File: config.mk
export PLATFORM = sky130hd
export DESIGN_NAME = exec_datapath
export DESIGN_NICKNAME = d
export VERILOG_FILES = /design/src/rtl/minicpu_pkg.sv /design/src/rtl/exec_datapath_store_queue.sv /design/src/rtl/exec_datapath.sv
export SDC_FILE = /design/constraint.sdc
export NUM_CORES = 1
export LEC_CHECK = 0
export BUFFER_PORTS_ARGS = -buffer_cell sky130_fd_sc_hd__buf_2
export CAP_MARGIN = 10
export CORE_MARGIN = 1
export CORE_UTILIZATION = 57
export CTS_CLUSTER_SIZE = 20
export DETAILED_ROUTE_END_ITERATION = 12
export PLACE_DENSITY = 0.92
export SETUP_SLACK_MARGIN = 0.02
export SLEW_MARGIN = 20
export SYNTH_ARGS = -nofsm -noshare
export SYNTH_HDL_FRONTEND = slang
export SYNTH_HIERARCHICAL = 1
export SYNTH_SLANG_ARGS = --single-unit
File: constraint.sdc
create_clock -name clk -period 2.3 [get_ports clk]
set_input_delay 0.46 -clock clk [delete_from_list [all_inputs] [get_ports clk]]
set_output_delay 0.46 -clock clk [all_outputs]
set_load 0.02 [all_outputs]
File: src/rtl/minicpu_pkg.sv
// Shared constants for the mini CPU: opcodes, ALU operation codes and default widths.
package minicpu_pkg;

  localparam int DW_DEF = 8;
  localparam int AW_DEF = 4;

  localparam logic [3:0] OP_LOAD_A = 4'b0001;
  localparam logic [3:0] OP_LOAD_B = 4'b0010;
  localparam logic [3:0] OP_ADD    = 4'b0100;
  localparam logic [3:0] OP_SUB    = 4'b0101;
  localparam logic [3:0] OP_AND    = 4'b0110;
  localparam logic [3:0] OP_OR     = 4'b0111;
  localparam logic [3:0] OP_STORE  = 4'b1000;

  localparam logic [1:0] ALU_ADD = 2'b00;
  localparam logic [1:0] ALU_SUB = 2'b01;
  localparam logic [1:0] ALU_AND = 2'b10;
  localparam logic [1:0] ALU_OR  = 2'b11;

endpackage

File: src/rtl/exec_datapath_store_queue.sv
// Synchronous FIFO holding pending stores; the head is presented combinationally and
// is held at the last popped value while the queue is empty.
module store_queue #(
  parameter int WIDTH = 12,
  parameter int DEPTH = 4,
  localparam int PW = $clog2(DEPTH),
  localparam int CW = PW + 1
) (
  input  logic             clk,
  input  logic             rst,
  input  logic             push,
  input  logic [WIDTH-1:0] push_data,
  input  logic             pop,
  output logic [WIDTH-1:0] head_data,
  output logic             full,
  output logic             empty,
  output logic [CW-1:0]    count,
  output logic             overflow
);

  logic [WIDTH-1:0] mem [DEPTH];
  logic [PW-1:0]    wr_ptr;
  logic [PW-1:0]    rd_ptr;
  logic [WIDTH-1:0] last_head;
  logic             pop_ok;
  logic             push_ok;

  assign empty = (count == '0);
  assign full  = (count == CW'(DEPTH));

  // A full queue still accepts a push when the head leaves in the same cycle.
  assign pop_ok  = pop && !empty;
  assign push_ok = push && (!full || pop_ok);

  assign head_data = empty ? last_head : mem[rd_ptr];

  always_ff @(posedge clk) begin
    if (push_ok) mem[wr_ptr] <= push_data;
  end

  always_ff @(posedge clk or posedge rst) begin
    if (rst) begin
      wr_ptr    <= '0;
      rd_ptr    <= '0;
      count     <= '0;
      overflow  <= 1'b0;
      last_head <= '0;
    end else begin
      if (push_ok) wr_ptr <= wr_ptr + PW'(1);
      if (pop_ok) begin
        rd_ptr    <= rd_ptr + PW'(1);
        last_head <= mem[rd_ptr];
      end
      if (push && !push_ok) overflow <= 1'b1;
      case ({push_ok, pop_ok})
        2'b10:   count <= count + CW'(1);
        2'b01:   count <= count - CW'(1);
        default: count <= count;
      endcase
    end
  end

endmodule

File: src/rtl/exec_datapath.sv
// Execute stage: A/B operand registers, inline ALU with result/flags, and a store queue
// that decouples data-memory back-pressure from the control unit.
module exec_datapath
  import minicpu_pkg::*;
#(
  parameter int DW       = DW_DEF,
  parameter int AW       = AW_DEF,
  parameter int SQ_DEPTH = 4
) (
  input  logic                      clk,
  input  logic                      rst,
  input  logic [7:0]                instr,
  input  logic                      we_a,
  input  logic                      we_b,
  input  logic [1:0]                alu_op,
  input  logic                      do_alu,
  input  logic                      do_store,
  output logic                      st_valid,
  input  logic                      st_ready,
  output logic [AW-1:0]             st_addr,
  output logic [DW-1:0]             st_data,
  output logic [DW-1:0]             reg_a_o,
  output logic [DW-1:0]             reg_b_o,
  output logic [DW-1:0]             result_o,
  output logic                      flag_z,
  output logic                      flag_c,
  output logic [$clog2(SQ_DEPTH):0] sq_count,
  output logic                      st_overflow
);

  localparam int CW = $clog2(SQ_DEPTH) + 1;

  logic [DW-1:0] reg_a;
  logic [DW-1:0] reg_b;
  logic [DW-1:0] reg_r;
  logic [DW-1:0] imm_ext;
  logic [DW:0]   alu_wide;
  logic [DW-1:0] alu_r;
  logic          alu_c;
  logic          sq_full;
  logic          sq_empty;
  logic [CW-1:0] sq_cnt;
  logic          unused_instr;

  assign imm_ext      = {{(DW-4){1'b0}}, instr[3:0]};
  assign unused_instr = ^instr;

  always_comb begin
    alu_wide = '0;
    alu_r    = '0;
    alu_c    = 1'b0;
    case (alu_op)
      ALU_ADD: begin
        alu_wide = {1'b0, reg_a} + {1'b0, reg_b};
        alu_r    = alu_wide[DW-1:0];
        alu_c    = alu_wide[DW];
      end
      ALU_SUB: begin
        // The extra bit of a zero-extended subtraction is the borrow (A < B).
        alu_wide = {1'b0, reg_a} - {1'b0, reg_b};
        alu_r    = alu_wide[DW-1:0];
        alu_c    = alu_wide[DW];
      end
      ALU_AND: alu_r = reg_a & reg_b;
      default: alu_r = reg_a | reg_b;
    endcase
  end

  always_ff @(posedge clk or posedge rst) begin
    if (rst) begin
      reg_a  <= '0;
      reg_b  <= '0;
      reg_r  <= '0;
      flag_z <= 1'b1;
      flag_c <= 1'b0;
    end else begin
      if (we_a) reg_a <= imm_ext;
      if (we_b) reg_b <= imm_ext;
      if (do_alu) begin
        reg_r  <= alu_r;
        flag_z <= (alu_r == '0);
        flag_c <= alu_c;
      end
    end
  end

  // Handshake: st_valid rises only when an entry is queued and is never withdrawn
  // until taken; st_addr/st_data are stable while st_valid && !st_ready, and the head
  // is consumed on exactly the rising edge where st_valid && st_ready.
  store_queue #(
    .WIDTH (AW + DW),
    .DEPTH (SQ_DEPTH)
  ) u_store_queue (
    .clk       (clk),
    .rst       (rst),
    .push      (do_store),
    .push_data ({instr[AW-1:0], reg_r}),
    .pop       (st_ready),
    .head_data ({st_addr, st_data}),
    .full      (sq_full),
    .empty     (sq_empty),
    .count     (sq_cnt),
    .overflow  (st_overflow)
  );

  assign st_valid = !sq_empty;
  assign sq_count = sq_cnt;
  assign reg_a_o  = reg_a;
  assign reg_b_o  = reg_b;
  assign result_o = reg_r;

endmodule
[After elaboration in Yosys (flattened, before gate mapping)]
Memory sizes are Yosys's and may differ from the RTL's.
Cells that the tools add are included.
Storage, ports and cells
  register bits after elaboration: 38
  bits in latches: 0
  memory bits (writable): 48
  memory bits (read-only): 0
  input port bits: 17
  output and inout port bits: 43
  logic and storage cells: 41
  memories: 1
Operators by class
  $add $sub $neg: 6
  multipliers: 0
  div/mod/pow operators: 0
  $lt $le $gt $ge: 0
  eq/ne operators: 5
  shift-type cells: 0
  mux-type cells: 6
  bitwise logic cells: 2
  reduce and logical (&&, ||, !) cells: 11
Memory list
  u_store_queue.mem: words 4, bits a word 12, rd ports 1, clocked after Yosys merged registers in 0, write ports 1, RTL line exec_datapath_store_queue.sv:21  | logic [WIDTH-1:0] mem [DEPTH];
Operators by type and width (number)
  case mux 8 bit (3 select lines): 1
  2-to-1 mux 12 bit: 1
  logical NOT 8 bit: 1
  case mux 3 bit (2 select lines): 1
  adder 4 x 4 -> 5 bit: 1
  subtractor 4 x 4 -> 5 bit: 1
  adder 2 x 1 -> 2 bit (second input constant): 2
  bitwise AND 4 bit: 1
  equality test 2 x 1 -> 1 bit (second input constant): 2
  equality test 2 bit (second input constant): 2
  OR 4 bit: 1
  adder 3 x 1 -> 3 bit (second input constant): 1
  equality test 3 bit (second input constant): 1
  logical AND 1 bit: 3
  logical NOT 1 bit: 3
  logical NOT 3 bit: 1
  subtractor 3 x 1 -> 3 bit (second input constant): 1
  logical NOT 2 bit: 1
  2-to-1 mux 1 bit: 2
  case mux 1 bit (2 select lines): 1
  nonzero test 2 bit: 1
  logical OR 1 bit: 1

[Depth between registers and ports, before layout]
Gate-level depths: netlist of the first run.
  depth after elaboration: 7
  gate-level depth with buffers: 9
  gate-level depth less buffers: 8

[Modules after synthesis]
Netlist of the first run, hierarchy kept.
By module, submodules not included
  store_queue: times used 1, cells each 157, area each 2897.8 sq um, seq. area each 1941.9 sq um
  exec_datapath: times used 1, cells each 117, area each 1133.6 sq um, seq. area each 401.6 sq um

[Worst setup path after synthesis of the first run]
OpenSTA, ideal clock, no wires.
  path type: register to register
  start point: reg u_store_queue.count[0]
  end point: reg u_store_queue.count[1]
  setup time: 77 ps
  arrival: 2274 ps
  slack: -52 ps
  cell stages (with the launch flop): 10
  period minus slack after synthesis: 2352 ps
  cell sequence: dfrtp_1 -> clkbuf_2 -> nor3_4 -> nand2b_2 -> buf_4 -> or2_2 -> fa_1 -> o21ba_2 -> o211ai_1 -> a21oi_1
Between the ends
  cells in the longest elaborated chain, start to end: 7
Ends and longest elaborated chain
  from (decl): RTL line exec_datapath_store_queue.sv:17  | output logic [CW-1:0] count,
  from (signal assigned): RTL line exec_datapath_store_queue.sv:56  | 2'b10: count <= count + CW'(1);
  from (signal assigned): RTL line exec_datapath_store_queue.sv:57  | 2'b01: count <= count - CW'(1);
  from (signal assigned): RTL line exec_datapath_store_queue.sv:58  | default: count <= count;
  logical NOT 3 bit: RTL line exec_datapath_store_queue.sv:28  | assign empty = (count == '0);
  logical NOT 1 bit: RTL line exec_datapath_store_queue.sv:32  | assign pop_ok = pop && !empty;
  logical AND 1 bit: RTL line exec_datapath_store_queue.sv:32
  logical OR 1 bit: RTL line exec_datapath_store_queue.sv:33  | assign push_ok = push && (!full || pop_ok);
  logical AND 1 bit: RTL line exec_datapath_store_queue.sv:33
  equality test 2 x 1 -> 1 bit / equality test 2 bit (equally long branches): RTL line exec_datapath_store_queue.sv:55  | case ({push_ok, pop_ok})
  case mux 3 bit (2 select lines) / nonzero test 2 bit (equally long branches)
Several ways; a longest one is shown, not always the timed one.
A chain may end at the register's enable or synchronous reset.

[Worst setup path in the final report of the first run]
  start point: reg u_store_queue.rd_ptr[0]
  end point: out st_data[1]
Between the ends
  cells in the longest elaborated chain, start to end: 2
Ends and longest elaborated chain
  from (decl): RTL line exec_datapath_store_queue.sv:23  | logic [PW-1:0] rd_ptr;
  from (signal assigned): RTL line exec_datapath_store_queue.sv:51  | rd_ptr <= rd_ptr + PW'(1);
  memory (4 x 12 bit)
  2-to-1 mux 12 bit: RTL line exec_datapath_store_queue.sv:35  | assign head_data = empty ? last_head : mem[rd_ptr];
  to (decl): RTL line exec_datapath.sv:21  | output logic [DW-1:0] st_data,
No other way between the ends.

==> results.toml, run 1 <==
[cells_and_area]
final_cells = 427
syn_to_final_growth_pct = 15.0
fill_cells = 458
drive_above_1_share = 0.387
insertedDiodeCount = 0
fin_nets = 362

[pwr]
cellLeakagePower_uw = 0.00191
vdd_ir_drop_max_mv = 0.482
total_power_uw = 5980
power.density_nw_per_um2 = 1290

[timing]
rsz0062_at_grt = "true"
period_needed_ns = 2.35
report.final.slew_viol_count = 0
slew_headroom = 0.456
worst_pin_slew_ns = 0.815
post-route-period-util = 1.02
timing.final.ws_setup_ns = -0.0549
finalSetupTns_ns = -0.406
fin_skew_ns = 0.0134
final-hold-violation-count = 0
fmax_mhz = 425
setup_violations = 12

[route]
drt_first_iter_violations = 133
ant_nets = 0
num_vias = 2339
drtPass1Iterations = 4
post_drt_wl_per_cell_um = 18.4
wl_mm = 7.87
drcViolationCount = 0
vias_per_cell = 5.48

[yosys]
syn-cell-area_um2 = 4030
syn_inst = 273
synth_warnings = 6
syn_area_per_cell_um2 = 14.8

[global_route]
grt_first_pass_wirelength_mm = 12.5
grt_pass1_vias = 2391
globalRouteOverflowTotal = 0
grt_usage = 0.235
grt_max_degree = 21
antenna_found_initial = 0

[placement]
port_buffers = 47
gp_routability_congestion = 0.807
post-place-ws_ns = 0.255
hpwl_mm = 5.02
dp_cells = 407

[cts]
cts_tree = "built"
clock_path_buffers = 2
root_buffer = "clkbuf_8"
cts_made_buffers = 9
clk_latency_ns = 0.37
cts_hold_buf = 0
clkSlewWorstSetupHoldPaths_ns = 0.09
htreeDepth = 3
cts.sink_count = 84

[setup_path]
cp-end-kind = "primary output"
critical-path-slowest-cell = "mux4_2"
cp_slowest_stage_delay_ns = 0.55
path_cells = "buf_12 > mux4_2 > mux2_4 > buf_6"
arrival_ns = 1.89
critPathLaunchType = "flip-flop"
critPathKind = "reg2out"
worstPathRequired_ns = 1.84
crit_fanout = 7
cp_top_family = "multiplexers"
crit_buf_inv = 2
r2r_slack_ns = 0.22

[die]
die_area_um2 = 7410
die_w_um = 86.1
io_pins = 60
rows = 30
start_util = 0.593
coreArea_um2 = 6790
chipHeight_um = 86.1

[hold_path]
hold_class = "in2async"

[run]
drv_cap = 0

[outcome]
failed_checks = "setup timing"
status = "finished with violations"
[sequential cells by signal (all words and copies together) (netlist names), 2 cells and up]
| name | count |
|---|---|
| u_store_queue/rd_ptr | 2 |
| u_store_queue/wr_ptr | 2 |
| u_store_queue/mem | 48 |
| u_store_queue/count | 3 |
| reg_b_o | 4 |
| u_store_queue/last_head | 12 |
| result_o | 6 |
| reg_a_o | 4 |
[per-stage QoR]
stage	utilization	cell area, um^2	hold slack (ns)
after CTS	0.678	4610	0.206
after detailed placement	0.634	4310	0.466
after floorplan	-	4060	0.373
final	0.682	4630	0.196
after global placement	0.634	4310	0.467
after global routing	0.682	4630	0.244
[worst reg2reg max path, stage by stage, from the launching register on]
cell and delay [ns]:
dfrtp_1 0.50, nor3_4 0.08, nand2b_2 0.19, or2_2 0.29, fa_1 0.46, o21ba_2 0.26, o211ai_1 0.08, a21oi_1 0.16
[what timing repair did]
item                       in CTS  in global routing
resized for setup              23                  7
gates cloned                    1                  0
setup endpoints to repair      12                 12
buffers inserted                2                  1
[cell type report]
cell class              count  area [um^2]  share of cell area
clock buffers               9          124              0.0267
clock inverters             7         63.8              0.0138
inverters                  22         82.6              0.0178
multi-input cells         153         1510               0.325
flip-flops and latches     84         2350               0.506
well taps                  96          120              0.0259
repair buffers             56          389              0.0840
[final timing paths]
check,start,end,depth (start not counted)
worst max register to register,u_store_queue/count[2]$_DFFE_PP0P_,u_store_queue/count[1]$_DFFE_PP0P_,7
worst min-delay path,rst,result_o[4]$_DFFE_PP0P_,2
max in group asynchronous,rst,u_store_queue/rd_ptr[0]$_DFFE_PP0P_,2
worst max-delay path,u_store_queue/rd_ptr[0]$_DFFE_PP0P_,st_data[1],4
min in group clk,instr[3],u_store_queue/mem[0][11]$_DFFE_PP_,1
worst min register to register,u_store_queue/overflow$_DFFE_PP0P_,u_store_queue/overflow$_DFFE_PP0P_,1
[layer usage]
layer	GRT usage	share of wire
met1	0.280	0.38
met2	0.395	0.53
met3	0.0481	0.064
met4	0.138	0.031
met5	0	0
[where the power goes]
part | total [uW] | internal, uW | switching, uW
Sequential | 2310 | 2040 | 266
Clock | 1010 | 418 | 587
Combinational | 2670 | 1380 | 1290
[layout by cell type, fill, tap and decap left out, types with 3 or more instances in the layout]
master and n:
o21ai_0 10, and2_2 4, mux4_2 12, o211ai_1 6
ha_1 16, edfxtp_1 48, inv_6 3, nand2_1 16
mux2i_1 3, inv_1 21, dfrtp_1 33, buf_2 38
mux2_2 17, mux2_4 10, conb_1 8, nand2b_1 3
nand3_1 3, xnor2_1 4, nand3b_1 3, fa_1 3
buf_6 9, clkbuf_8 9, nor2_1 5, buf_4 7
Note: power is estimated with default switching activity, not from simulation.
==> run 2, diff against run 1 <==
Settings changed: CORE_UTILIZATION 57 to 56, SYNTH_HIERARCHICAL 1 to default.
==> results.toml, run 2 <==
[route]
wl_mm = 6.47
vias_per_cell = 5.32
drt_first_iter_violations = 155
drtPass1Iterations = 4
drcViolationCount = 0
num_vias = 2006
post_drt_wl_per_cell_um = 17.2
ant_nets = 0

[timing]
slew_headroom = 0.657
fin_skew_ns = 0.0130
rsz0062_at_grt = "true"
report.final.slew_viol_count = 0
final-hold-violation-count = 0
worst_pin_slew_ns = 0.514
whs_ns = 0.209
finalSetupTns_ns = -0.349
setup_violations = 13
timing.final.ws_setup_ns = -0.108
fmax_mhz = 415
period_needed_ns = 2.41
post-route-period-util = 1.05

[die]
die_area_um2 = 6510
die_w_um = 80.7
chipHeight_um = 80.7
io_pins = 60
start_util = 0.582
coreArea_um2 = 5960
rows = 28

[setup_path]
r2r-start = "reg_b_o[0]$_DFFE_PP0P_"
critical-path-slowest-cell = "fa_1"
critPathLaunchType = "flip-flop"
crit_fanout = 3
r2r-end = "flag_z$_DFFE_PP1P_"
worstPathRequired_ns = 2.57
ff2ff_path_depth = 7
path_cells = "ha_4 > fa_1 > inv_1 > mux4_2 > nand2b_4 > or4b_1 > o22ai_1"
r2r_slack_ns = -0.11
arrival_ns = 2.68
critPathKind = "reg2reg"
cp_slowest_stage_delay_ns = 0.49
cp-end-kind = "flip-flop"

[cts]
cts.sink_count = 74
cts_made_buffers = 9
cts_hold_buf = 0
clkSlewWorstSetupHoldPaths_ns = 0.08
cts_tree = "built"
clock_path_buffers = 2
clk_latency_ns = 0.34
htreeDepth = 3
root_buffer = "clkbuf_8"

[placement]
gp_routability_congestion = 0.853
hpwl_mm = 4.56
port_buffers = 47
dp_cells = 357

[pwr]
vdd_ir_drop_max_mv = 0.998
intPower_uw = 3400
total_power_uw = 5200
switchingPower_uw = 1800
sw_frac_of_total = 0.346
cellLeakagePower_uw = 0.00177
pwr-share-clk = 0.168
power.density_nw_per_um2 = 1250
pwr-share-seq = 0.391
power_frac_comb = 0.441

[global_route]
grt_pass1_vias = 2061
grt_max_degree = 35
grt_first_pass_wirelength_mm = 10.1
antenna_found_initial = 0
globalRouteOverflowTotal = 0
grt_usage = 0.219

[cells_and_area]
fill_cells = 385
mostFrequentLayoutCells = "40 x edfxtp_1, 35 x buf_2, 28 x dfrtp_1"
final_core_util = 0.696
largest_reg_flops = 40
fin_nets = 333
drive_above_1_share = 0.414
final_common_cell = "edfxtp_1"
insertedDiodeCount = 0
final_cells = 377
syn_to_final_growth_pct = 19.6
largest-register = "u_store_queue.mem"

[yosys]
synth_edf_count = 40
syn-cell-area_um2 = 3460
syn_inst = 238
synth_warnings = 0
yosysSeqAreaShare = 0.593
synth-seq-cells = 74
syn_area_per_cell_um2 = 14.6
yosys.area.top_type = "edfxtp_1"
synthArstFlopShare = 0.459
synthDistinctLibCells = 40
yosysMostFrequentCell = "edfxtp_1"
synth_area_leaders = "edfxtp_1 35%, dfrtp_1 24%, mux2_2 7.2%, mux4_2 7.2%, ha_1 5.8%"
synth_top_area_frac = 0.347
synth_commonest_cells = "40 x edfxtp_1, 33 x dfrtp_1, 22 x mux2_2"
synth_ff_type = "edfxtp_1"

[run]
drv_cap = 0

[hold_path]
hold_class = "in2async"

[outcome]
status = "finished with violations"
failed_checks = "setup timing"
run 2: critical path, delay by kind of cell (launching register included):
family	cells	cell delay (ns)
AO/OA/AOI/OAI	1	0.12
adder cells (fa/ha/maj)	2	0.66
buffers and inverters	1	0.05
flip-flops	1	0.44
multiplexers	1	0.46
AND/OR/NAND/NOR	2	0.61
run 2: timing repair:
action | in CTS | in global routing
resized for setup | 2 | 37
setup buffers | 1 | 2
gates cloned | 0 | 1
endpoints found under the setup margin | 13 | 14
pin swaps | 0 | 0
run 2: power groups by stage:
stage / clock network (uW) / registers [uW] / logic (uW)
final: 875 / 2030 / 2290
after global routing: 964 / 2070 / 2470
after CTS: 903 / 2020 / 1870
after detailed placement: 0 / 2040 / 1840
after global placement: 0 / 1990 / 1760
after floorplan: 0 / 2030 / 1320
run 2: worst max-delay path by stage:
| stage | from | endpoint | slack [ns] | cells after the start |
|---|---|---|---|---|
| floorplan | reg_a_o[0]$_DFFE_PP0P_ | flag_z$_DFFE_PP1P_ | -0.06 | 8 |
| global placement | reg_b_o[0]$_DFFE_PP0P_ | flag_z$_DFFE_PP1P_ | -0.02 | 7 |
| detailed placement | reg_b_o[0]$_DFFE_PP0P_ | flag_z$_DFFE_PP1P_ | -0.12 | 7 |
| CTS | reg_b_o[0]$_DFFE_PP0P_ | flag_z$_DFFE_PP1P_ | -0.11 | 7 |
| global route | reg_b_o[0]$_DFFE_PP0P_ | flag_z$_DFFE_PP1P_ | -0.21 | 7 |
| finish | reg_b_o[0]$_DFFE_PP0P_ | flag_z$_DFFE_PP1P_ | -0.11 | 7 |
run 2: final cells by class:
type	instances	area, um^2	share of cell area
multi-input cells	134	1310	0.316
clock buffers	9	124	0.0299
flip-flops and latches	74	2060	0.497
inverters	17	63.8	0.0154
clock inverters	7	46.3	0.0112
well taps	75	93.8	0.0226
repair buffers	61	445	0.107
run 2: per-layer routing:
metal  global-route usage  wire [um]
met3               0.0602        256
met4               0.0643         45
met2                0.374       3400
met5                    0          0
met1                0.272       2770
run 2: cells by family (layout without fill, tap and decap cells):
family / Yosys count / count (layout) / share of synthesized area
adders and majority gates: 19 / 19 / 0.0751
buffers and inverters: 37 / 94 / 0.0563
muxes: 38 / 38 / 0.157
AOI/OAI and AO/OA: 25 / 25 / 0.0459
other: 1 / 8 / 0.00108
and+or+nand+nor: 38 / 38 / 0.0563
xor gates and xnor gates: 6 / 6 / 0.0152
DFF: 74 / 74 / 0.593
run 2: per-stage QoR:
| stage | cell area, um^2 | setup WS (ns) |
|---|---|---|
| 6_report | 4140 | -0.108 |
| 3_3_place_gp | 3790 | -0.0223 |
| 5_1_grt | 4140 | -0.205 |
| 3_5_place_dp | 3790 | -0.117 |
| 4_1_cts | 3980 | -0.114 |
| 2_1_floorplan | 3510 | -0.0551 |
==> run 3, diff against run 2 <==
==> constraint.sdc (replaced) <==
create_clock -name clk -period 2.6 [get_ports clk]
set_input_delay 0.52 -clock clk [delete_from_list [all_inputs] [get_ports clk]]
set_output_delay 0.52 -clock clk [all_outputs]
set_load 0.01 [all_outputs]
==> results.toml, run 3 (same netlist as run 2, synthesis figures left out) <==
[outcome]
status = "finished, final reports clean"

[pwr]
power_frac_comb = 0.330
intPower_uw = 2950
vdd_ir_drop_max_mv = 0.630
cellLeakagePower_uw = 0.00168
power.density_nw_per_um2 = 1070
switchingPower_uw = 1280
pwr-share-seq = 0.418
pwr-share-clk = 0.252
sw_frac_of_total = 0.303

[die]
die_w_um = 80.7
rows = 28
die_area_um2 = 6510
io_pins = 60
start_util = 0.582
chipHeight_um = 80.7
coreArea_um2 = 5960

[cells_and_area]
syn_to_final_growth_pct = 14.4
final_area_um2 = 3970
fin_nets = 323
drive_above_1_share = 0.363
final_core_util = 0.666
largest_reg_flops = 40
largest-register = "u_store_queue.mem"
mostFrequentLayoutCells = "47 x buf_2, 40 x edfxtp_1, 32 x dfrtp_1"
fill_cells = 424
insertedDiodeCount = 0
final_common_cell = "buf_2"

[setup_path]
cp-end-kind = "flip-flop"
crit_start = "reg_a_o[0]$_DFFE_PP0P_"
r2r_slack_ns = 0.06
critPathKind = "reg2reg"
critPathLaunchType = "flip-flop"
cp_common_cell = "inv_1"
crit_buf_inv = 2
path_cells = "inv_1 > ha_2 > fa_1 > inv_1 > mux4_2 > nand2b_1 > or4b_1 > o22ai_1"
critical-path-slowest-cell = "fa_1"
cp_slowest_stage_delay_ns = 0.51
ff2ff_path_depth = 8
worst_setup_path_endpoint = "flag_z$_DFFE_PP1P_"
cp_top_family = "adder cells"
r2r-start = "reg_a_o[0]$_DFFE_PP0P_"
worstPathRequired_ns = 2.86
arrival_ns = 2.79
crit_fanout = 3
r2r-end = "flag_z$_DFFE_PP1P_"
path_depth = 8

[cts]
clkSlewWorstSetupHoldPaths_ns = 0.08
cts_hold_buf = 0
htreeDepth = 3
clock_path_buffers = 2
clk_latency_ns = 0.34
cts_tree = "built"
cts.sink_count = 74
root_buffer = "clkbuf_8"
cts_made_buffers = 9

[placement]
hpwl_mm = 4.37
gp_routability_congestion = 0.853
port_buffers = 47
post-place-ws_ns = 0.0889
place_area_um2 = 3710

[timing]
post-route-period-util = 0.976
timing.final.ws_setup_ns = 0.0617
report.final.slew_viol_count = 0
setup_violations = 0
finalSetupTns_ns = 0
final-hold-violation-count = 0
rsz0062_at_grt = "false"
worst_pin_slew_ns = 0.533
slew_headroom = 0.645
fin_skew_ns = 0.00961
fmax_mhz = 394
period_needed_ns = 2.54

[global_route]
grt_max_degree = 35
grt_pass1_vias = 2017
grt_usage = 0.205
grt_first_pass_wirelength_mm = 9.54
antenna_found_initial = 0
globalRouteOverflowTotal = 0

[run]
drv_cap = 0

[route]
drt_first_iter_violations = 109
vias_per_cell = 5.37
drtPass1Iterations = 4
post_drt_wl_per_cell_um = 16.4
ant_nets = 0
drcViolationCount = 0
wl_mm = 6.01
num_vias = 1970

[hold_path]
hold_class = "in2async"
[run 3: power groups by stage]
stage                     logic [uW]  clock network [uW]  registers (uW)
after CTS                       1410                1080            1770
after global routing            1540                1140            1800
after global placement          1340                   0            1760
after detailed placement        1400                   0            1790
final                           1400                1060            1770
after floorplan                 1030                   0            1750
[run 3: per-layer routing]
layer	wire (um)	track usage	vias up
met1	2500	0.227	985
met4	108	0.0821	0
met5	0	0	-
li1	-	-	927
met3	231	0.0545	9
met2	3170	0.370	49
[run 3: how the worst min path moves through the flow]
stage	end	startpoint	depth (start not counted)
after detailed placement	u_store_queue.overflow$_DFFE_PP0P_	u_store_queue.overflow$_DFFE_PP0P_	1
after global placement	u_store_queue.overflow$_DFFE_PP0P_	u_store_queue.overflow$_DFFE_PP0P_	1
after CTS	reg_a_o[1]$_DFFE_PP0P_	rst	3
after global routing	reg_b_o[0]$_DFFE_PP0P_	rst	3
final	reg_b_o[0]$_DFFE_PP0P_	rst	3
after floorplan	u_store_queue.last_head[10]$_DFFE_PP0P_	u_store_queue.last_head[10]$_DFFE_PP0P_	1
[run 3: area by class of cell]
type / count / area (um^2) / share of cell area
tap: 75 / 93.8 / 0.0237
clock buffer: 11 / 141 / 0.0357
timing repair buffer: 51 / 265 / 0.0669
multi-input combinational: 134 / 1240 / 0.314
inverter: 17 / 63.8 / 0.0161
clock inverter: 5 / 101 / 0.0256
sequential: 74 / 2050 / 0.518
[run 3: stage by stage]
stage          instances  power, uW  hold slack (ns)
6_report             367       4230            0.266
5_1_grt              367       4480            0.300
4_1_cts              366       4260            0.274
3_5_place_dp         350       3200            0.445
3_3_place_gp         350       3090            0.438
2_1_floorplan        245       2770            0.475
[run 3: tightest hold or removal path, stage by stage]
cell and delay (ns):
buf_2 0.09, inv_1 0.04, buf_4 0.38
[run 3: what timing repair did]
action | 4_1_cts | 5_1_grt
endpoints found under the setup margin | 0 | 1
resized for setup | 0 | 2
hold endpoints to repair | 0 | 0
buffers inserted | 0 | 1
